===== config.mk =====
export PLATFORM = sky130hd
export DESIGN_NAME = hdlverifier_jtag_dr_shifter
export DESIGN_NICKNAME = d
export VERILOG_FILES = /design/src/rtl/hdlverifier_jtag_dr_shifter.sv
export SDC_FILE = /design/constraint.sdc
export NUM_CORES = 1
export LEC_CHECK = 0
export CORE_MARGIN = 2
export CORE_UTILIZATION = 35
export CTS_CLUSTER_SIZE = 30
export DETAILED_ROUTE_END_ITERATION = 16
export MAX_ROUTING_LAYER = met4
export SYNTH_ARGS = -nofsm -noshare
export SYNTH_HDL_FRONTEND = slang
export SYNTH_SLANG_ARGS = --single-unit

===== constraint.sdc =====
create_clock -name clk -period 2.33 [get_ports clk]
set_input_delay 0.5825 -clock clk [delete_from_list [all_inputs] [get_ports clk]]
set_output_delay 0.5825 -clock clk [all_outputs]
set_load 0.005 [all_outputs]

===== src/rtl/hdlverifier_jtag_dr_shifter.sv =====
// hdlverifier_jtag_dr_shifter
//
// Data-register shifter that sits behind the virtual JTAG wrapper. Everything
// runs on tck. Each complete DR scan of DATA_WIDTH bits becomes one parallel
// receive word. During the same scan, one pending transmit word is shifted
// out LSB first.
//
// Ports
//   clk          tck from the wrapper; every register uses its rising edge
//   reset_n      synchronous active-low reset
//   sync_clr     wrapper jtag_reset; synchronous soft clear, same effect as reset
//   tdi          serial data from the host
//   capture_dr   virtual CDR strobe
//   shift_dr     virtual SDR strobe
//   update_dr    virtual UDR strobe
//   tdo          serial data to the host (shift register bit 0)
//   rx_data      last received word
//   rx_valid     rx_data holds an unconsumed word
//   rx_ready     consumer accepts rx_data when rx_valid is also high
//   tx_data      word to send on the next scan
//   tx_valid     tx_data is offered
//   tx_ready     transmit buffer is empty
//   frame_error  one-cycle pulse on a bad update (wrong length or no capture)
//   rx_overflow  sticky; a completed scan was dropped
//
// state | meaning
// IDLE  | no scan in progress; shift and update strobes are not part of a scan
// CAPT  | capture done, waiting for the first shift
// SHIFT | shifting payload bits
module hdlverifier_jtag_dr_shifter #(
  parameter int DATA_WIDTH = 32
) (
  input  logic                  clk,
  input  logic                  reset_n,
  input  logic                  sync_clr,
  input  logic                  tdi,
  input  logic                  capture_dr,
  input  logic                  shift_dr,
  input  logic                  update_dr,
  output logic                  tdo,
  output logic [DATA_WIDTH-1:0] rx_data,
  output logic                  rx_valid,
  input  logic                  rx_ready,
  input  logic [DATA_WIDTH-1:0] tx_data,
  input  logic                  tx_valid,
  output logic                  tx_ready,
  output logic                  frame_error,
  output logic                  rx_overflow
);

  localparam int CNT_W = $clog2(DATA_WIDTH + 2);
  localparam logic [CNT_W-1:0] CNT_FULL = CNT_W'(DATA_WIDTH);
  localparam logic [CNT_W-1:0] CNT_SAT  = CNT_W'(DATA_WIDTH + 1);

  typedef enum logic [1:0] {
    IDLE  = 2'd0,
    CAPT  = 2'd1,
    SHIFT = 2'd2
  } state_t;

  state_t state_q, state_d;

  logic                  clr;
  logic [DATA_WIDTH-1:0] sr_q, sr_d;
  logic [CNT_W-1:0]      cnt_q, cnt_d;
  logic [DATA_WIDTH-1:0] rx_data_q, rx_data_d;
  logic                  rx_valid_q, rx_valid_d;
  logic [DATA_WIDTH-1:0] tx_buf_q, tx_buf_d;
  logic                  tx_full_q, tx_full_d;
  logic                  tx_armed_q, tx_armed_d;
  logic                  frame_error_q, frame_error_d;
  logic                  rx_overflow_q, rx_overflow_d;

  // Decoded strobes. Priority is capture > update > shift.
  logic do_capt;
  logic do_shift;
  logic upd_good;
  logic upd_bad;

  // reset_n and sync_clr have identical effect
  assign clr = !reset_n || sync_clr;

  // FSM: state register
  always_ff @(posedge clk) begin
    if (clr) begin
      state_q <= IDLE;
    end else begin
      state_q <= state_d;
    end
  end

  // FSM: next state
  always_comb begin
    state_d = state_q;
    if (capture_dr) begin
      state_d = CAPT;
    end else if (update_dr) begin
      state_d = IDLE;
    end else if (shift_dr && state_q == CAPT) begin
      state_d = SHIFT;
    end
  end

  // FSM: outputs (strobe qualification)
  always_comb begin
    do_capt  = capture_dr;
    do_shift = 1'b0;
    upd_good = 1'b0;
    upd_bad  = 1'b0;
    if (!capture_dr) begin
      if (update_dr) begin
        if (state_q != IDLE && cnt_q == CNT_FULL) begin
          upd_good = 1'b1;
        end else begin
          upd_bad = 1'b1;
        end
      end else if (shift_dr && state_q != IDLE) begin
        do_shift = 1'b1;
      end
    end
  end

  // Datapath next state
  always_comb begin
    sr_d          = sr_q;
    cnt_d         = cnt_q;
    rx_data_d     = rx_data_q;
    rx_valid_d    = rx_valid_q;
    tx_buf_d      = tx_buf_q;
    tx_full_d     = tx_full_q;
    tx_armed_d    = tx_armed_q;
    rx_overflow_d = rx_overflow_q;
    frame_error_d = upd_bad;

    if (do_capt) begin
      sr_d       = tx_full_q ? tx_buf_q : '0;
      tx_armed_d = tx_full_q;
      cnt_d      = '0;
    end else if (do_shift) begin
      sr_d = {tdi, sr_q[DATA_WIDTH-1:1]};
      if (cnt_q != CNT_SAT) begin
        cnt_d = cnt_q + CNT_W'(1);
      end
    end

    // consumer handshake first, so a same-cycle write below overrides the clear
    if (rx_valid_q && rx_ready) begin
      rx_valid_d = 1'b0;
    end

    if (upd_good) begin
      if (rx_valid_q && !rx_ready) begin
        rx_overflow_d = 1'b1;
      end else begin
        rx_data_d  = sr_q;
        rx_valid_d = 1'b1;
      end
      if (tx_armed_q) begin
        tx_full_d  = 1'b0;
        tx_armed_d = 1'b0;
      end
    end

    // A load is only possible while the buffer is empty, which never overlaps
    // a release (release requires the buffer to be full). The capture above
    // already sampled tx_full_q, so a load alongside a capture waits a scan.
    if (tx_valid && !tx_full_q) begin
      tx_buf_d  = tx_data;
      tx_full_d = 1'b1;
    end
  end

  always_ff @(posedge clk) begin
    if (clr) begin
      sr_q          <= '0;
      cnt_q         <= '0;
      rx_data_q     <= '0;
      rx_valid_q    <= 1'b0;
      tx_buf_q      <= '0;
      tx_full_q     <= 1'b0;
      tx_armed_q    <= 1'b0;
      frame_error_q <= 1'b0;
      rx_overflow_q <= 1'b0;
    end else begin
      sr_q          <= sr_d;
      cnt_q         <= cnt_d;
      rx_data_q     <= rx_data_d;
      rx_valid_q    <= rx_valid_d;
      tx_buf_q      <= tx_buf_d;
      tx_full_q     <= tx_full_d;
      tx_armed_q    <= tx_armed_d;
      frame_error_q <= frame_error_d;
      rx_overflow_q <= rx_overflow_d;
    end
  end

  // Driven straight from the register so the host's falling-edge sample is stable
  assign tdo         = sr_q[0];
  assign rx_data     = rx_data_q;
  assign rx_valid    = rx_valid_q;
  assign tx_ready    = !tx_full_q;
  assign frame_error = frame_error_q;
  assign rx_overflow = rx_overflow_q;

endmodule


# [Yosys cells after proc, flatten, opt, wreduce, memory -nomap -nowiden]
# Cells that the tools add are included.
# W data, S select, Z words.
[classes] n_addsub=1 eq_ne=3 mux=22 n_bitwise=2 n_reduce_logical=22
[ops] operator="$mux W32" count=3
[ops] operator="$mux W1" count=19
[ops] operator="$reduce_and A2 Y1" count=4
[ops] operator="$reduce_bool A2 Y1" count=4
[ops] operator="$add A6 B1 Y6 const B" count=1
[ops] operator="$eq A6 B6 Y1 const B" count=1
[ops] operator="$logic_and A1 B1 Y1" count=6
[ops] operator="$ne A6 B6 Y1 const B" count=1
[ops] operator="$reduce_or A3 Y1" count=2
[ops] operator="$logic_not A1 Y1" count=3
[ops] operator="$reduce_bool A3 Y1" count=1
[ops] operator="$eq A2 B1 Y1 const B" count=1
[ops] operator="$not A1 Y1" count=2
[ops] operator="$reduce_or A2 Y1" count=1
[ops] operator="$logic_or A1 B1 Y1" count=1
[word_totals] regBits=109

# [Logic depth before layout (Yosys ltp)]
[logic_depth] ltp_word=7 mapped_depth=7 depth_no_buf=6

# [Least setup slack after synthesis]
# Ideal clock, no wire load.
[synth_path] path_type="reg-to-reg" from="register cnt_q[2]" to="register rx_data_q[10] (netlist: rx_data[10])" t_arrival_ns=1.752 slack_ns=0.455 path_stages_with_launch=5 n_path_buf=1 synth_period_minus_slack_ns=1.875 path_cell_list="dfxtp_1 > or4b_4 > nor4_4 > clkbuf_2 > o21ai_0"
[synth_between] elab_chain_cells=6
[synth_lines] element="start, declared" line="65" rtl="logic [CNT_W-1:0] cnt_q, cnt_d;"
[synth_lines] element="start signal, assigned" line="186" rtl="cnt_q <= cnt_d;"
[synth_lines] element="$eq A6 B6 Y1" line="112" rtl="if (state_q != IDLE && cnt_q == CNT_FULL) begin"
[synth_lines] element="$logic_and A1 B1 Y1" line="112"
[synth_lines] element="$mux W1" line="112"
[synth_lines] element="$mux W1" line="111" rtl="if (update_dr) begin"
[synth_lines] element="$mux W1" line="110" rtl="if (!capture_dr) begin"
[synth_lines] element="$reduce_and A2 Y1 (no line)"
[synth_lines] element="end signal, assigned" line="187" rtl="rx_data_q <= rx_data_d;"
[synth_lines] element="end, declared" line="66" rtl="logic [DATA_WIDTH-1:0] rx_data_q, rx_data_d;"
# Every way passes these cells.
# A chain may end at the register's enable or synchronous reset.

# [Worst setup path in the final report]
[layout_path] from="register tx_full_q" to="output port tx_ready"
[layout_between] elab_chain_cells=1
[layout_lines] element="start, declared" line="69" rtl="logic tx_full_q, tx_full_d;"
[layout_lines] element="start signal, assigned" line="190" rtl="tx_full_q <= tx_full_d;"
[layout_lines] element="$logic_not A1 Y1" line="201" rtl="assign tx_ready = !tx_full_q;"
[layout_lines] element="end, declared" line="46" rtl="output logic tx_ready,"
# Every way passes these cells.

==> metrics.cfg <==
[cts]
cts_tree = yes
cts_max_level = 3
clk_pin_slew_ps = 70
cts_sinks = 109
clock_path_buffers = 2
cts_resized = 0
ctsHoldBuffers = 0
cts_buffers = 9
cts_root_buf = clkbuf_16
clk_latency_ps = 340
cts_setup_buffers = 0

[timing]
layout_worst_path_cycle_share_pct = 83.89
rsz0062_at_grt = false
post-route-min-period_ps = 1955
slew_viol_final = 0
tightest_slew_ps = 507.4
fmax_mhz = 511.6
tns_ps = 0
fin_ws_ps = 375.4
hold_violations = 0
fin_worst_skew_ps = 5.396
setup_viol = 0
slew_headroom_pct = 65.82

[global_routing]
grt_overflow = 0
grt_usage_pct = 16.33
grt_pass1_wl_um = 16570
antenna_found_initial = 0
grt_max_degree = 70
grt_pass1_vias = 3396

[worst_setup_path]
r2r-start = cnt_q[2]$_SDFFE_PP0P_
critPathKind = reg -> out
critPathLaunch = tx_full_q$_SDFFE_PP0P_
crit_path_max_fanout = 5
crit_arrival_ps = 1370
r2r_cells = 5
cp_cell_sequence = inv_1 > clkdlybuf4s50_1
start_kind = flip-flop
cp_top_family = buffers and inverters
cpPeakStageDelay_ps = 530
cp.required_ps = 1750
r2r_slack_ps = 480
cp-end-kind = output port
endpoint = tx_ready
rr_endpoint = rx_data[9]$_SDFFE_PP0P_
crit_cells = 2
cp_num_buf_inv = 2
cp_slowest_cell = clkdlybuf4s50_1

[layout]
area_delta_synth_final_pct = 30.29
drive_above_1_share_pct = 6.738
num-nets-final = 603
n_antenna_cell = 0
nFillCells = 1125

[floorplanning]
io_pins = 78
rows = 39
coreArea_mm2 = 0.01152
initial_utilization_pct = 36.30
die-area_mm2 = 0.01283
die_w_um = 113.3
die_height_um = 113.3

[power]
power_density_mw_per_mm2 = 691.6
p_leak_nw = 1.811
ir_worst_vdd_mv = 0.3491

[hold_path]
hp-class = reg -> reg

[synth]
synth_top_area_cell = dfxtp_1
ys.flop_type = dfxtp_1
syn_area_mm2 = 0.004180
syn_nets = 541
synth_most_common_cell = dfxtp_1
yosysWarningCount = 0
synth_cell_types = 30
yosysTopAreaCellShare_pct = 52.20
synth-edff-count = 0
synth_cells = 497
synth_area_leaders = dfxtp_1 (52%), nand2_1 (9.0%), a211oi_1 (5.9%)
synthArstFlopShare_pct = 0
syn_area_per_cell_um2 = 8.411
netlist_top_cells_count = dfxtp_1 (109), nand2_1 (100), nor2_1 (43), a21oi_1 (37)
ys_seq_area_share_pct = 52.20
yosys_register_bits = 109

[route]
drtAntennaViolNets = 0
drt_iter0_markers = 233
first_pass_iters = 4
totalWireLength_um = 9828
via_per_inst = 5.112
drc = 0
vias = 3614
wl_per_cell_um = 13.90

[flow_run]
drv_cap = 0

[placed_design]
gp_congestion = 0.7787
dp_hpwl_um = 6599
io_buffers = 77
place_ws_ps = 106.2

[outcome]
status = completed

[worst register-to-register path, delay by kind of cell (launching register included)]
kind            cells  cell delay, ps
compound gates      1              80
simple gates        3            1080
buf+inv             1             270
flops               1             350
[registers in the layout, indices dropped and copies added (netlist names)]
| signal | flops |
|---|---|
| cnt_q | 6 |
| frame_error | 1 |
| rx_data | 32 |
| rx_overflow | 1 |
| rx_valid | 1 |
| sr_q | 32 |
| state_q | 2 |
| tx_armed_q | 1 |
| tx_buf_q | 32 |
| tx_full_q | 1 |
[report_power, final]
part	internal (W)	total (W)	switching (W)	leakage [nW]
sequential	0.00190	0.00193	0.0000278	0.884
combinational	0.000127	0.000283	0.000155	0.778
clock	0.000871	0.00156	0.000685	0.149
[routing by layer]
layer	wire, um	GRT usage (%)
met1	4843	22.50
met2	4575	24.95
met3	312	2.892
met4	97	4.146
met5	0	-
[layout by cell type (no fill, tap or decap), types with 2 or more instances in the layout]
cell type	count
xnor2_1	4
nor4_1	2
clkbuf_16	9
nand2b_1	3
a211oi_1	33
nand3_1	33
a21oi_1	37
clkdlybuf4s50_1	77
o21ai_0	30
a22oi_1	31
nand2_1	100
buf_4	10
inv_1	4
ha_1	3
nor3_1	3
nor4b_1	2
nor2_1	42
nand3b_1	3
clkinv_4	4
dfxtp_1	109
o21ai_1	4
buf_12	4
[worst min path at each step]
stage / start / to / depth (start not counted) / slack (ps)
final: rx_data[15]$_SDFFE_PP0P_ / rx_data[15]$_SDFFE_PP0P_ / 2 / 450
after global routing: tx_buf_q[7]$_SDFFE_PP0P_ / tx_buf_q[7]$_SDFFE_PP0P_ / 2 / 470
after CTS: tx_buf_q[20]$_SDFFE_PP0P_ / tx_buf_q[20]$_SDFFE_PP0P_ / 2 / 460
after detailed placement: tx_buf_q[20]$_SDFFE_PP0P_ / tx_buf_q[20]$_SDFFE_PP0P_ / 2 / 450
after global placement: tx_buf_q[12]$_SDFFE_PP0P_ / tx_buf_q[12]$_SDFFE_PP0P_ / 2 / 440
after floorplan: tx_buf_q[0]$_SDFFE_PP0P_ / tx_buf_q[0]$_SDFFE_PP0P_ / 2 / 440
[final cells by class]
type                       count  area [um2]  share of cell area, %
sequential                   109        2182                  40.06
clock inverter                 6       72.57                  1.332
multi-input combinational    343        1829                  33.59
clock buffer                  10       239.0                  4.388
tap                          143       178.9                  3.285
timing repair buffer          91       925.9                  17.00
inverter                       5       18.77                 0.3446
[stage by stage]
step | total power, W | area (um2) | hold WS [ps] | utilization (%) | instances
6_report | 0.003767 | 5446 | 452.8 | 47.29 | 707
5_1_grt | 0.003927 | 5446 | 470.2 | 47.29 | 707
4_1_cts | 0.003812 | 5446 | 456.2 | 47.29 | 707
3_5_place_dp | 0.002256 | 5135 | 446.3 | 44.59 | 691
3_3_place_gp | 0.002253 | 5135 | 443.4 | 44.59 | 691
2_1_floorplan | 0.002112 | 4180 | 436.4 | - | 497
[logic make-up after synthesis]
kind of cell             Yosys count  synth area share (%)
multiplexers                       1                0.2395
AO/OA/AOI/OAI                    139                 20.65
AND/OR/NAND/NOR                  196                 20.50
XOR/XNOR                           4                0.8380
flip-flops                       109                 52.20
adder cells (fa/ha/maj)            3                0.8980
buffers and inverters             45                 4.669
(Power assumes the default switching activity.)
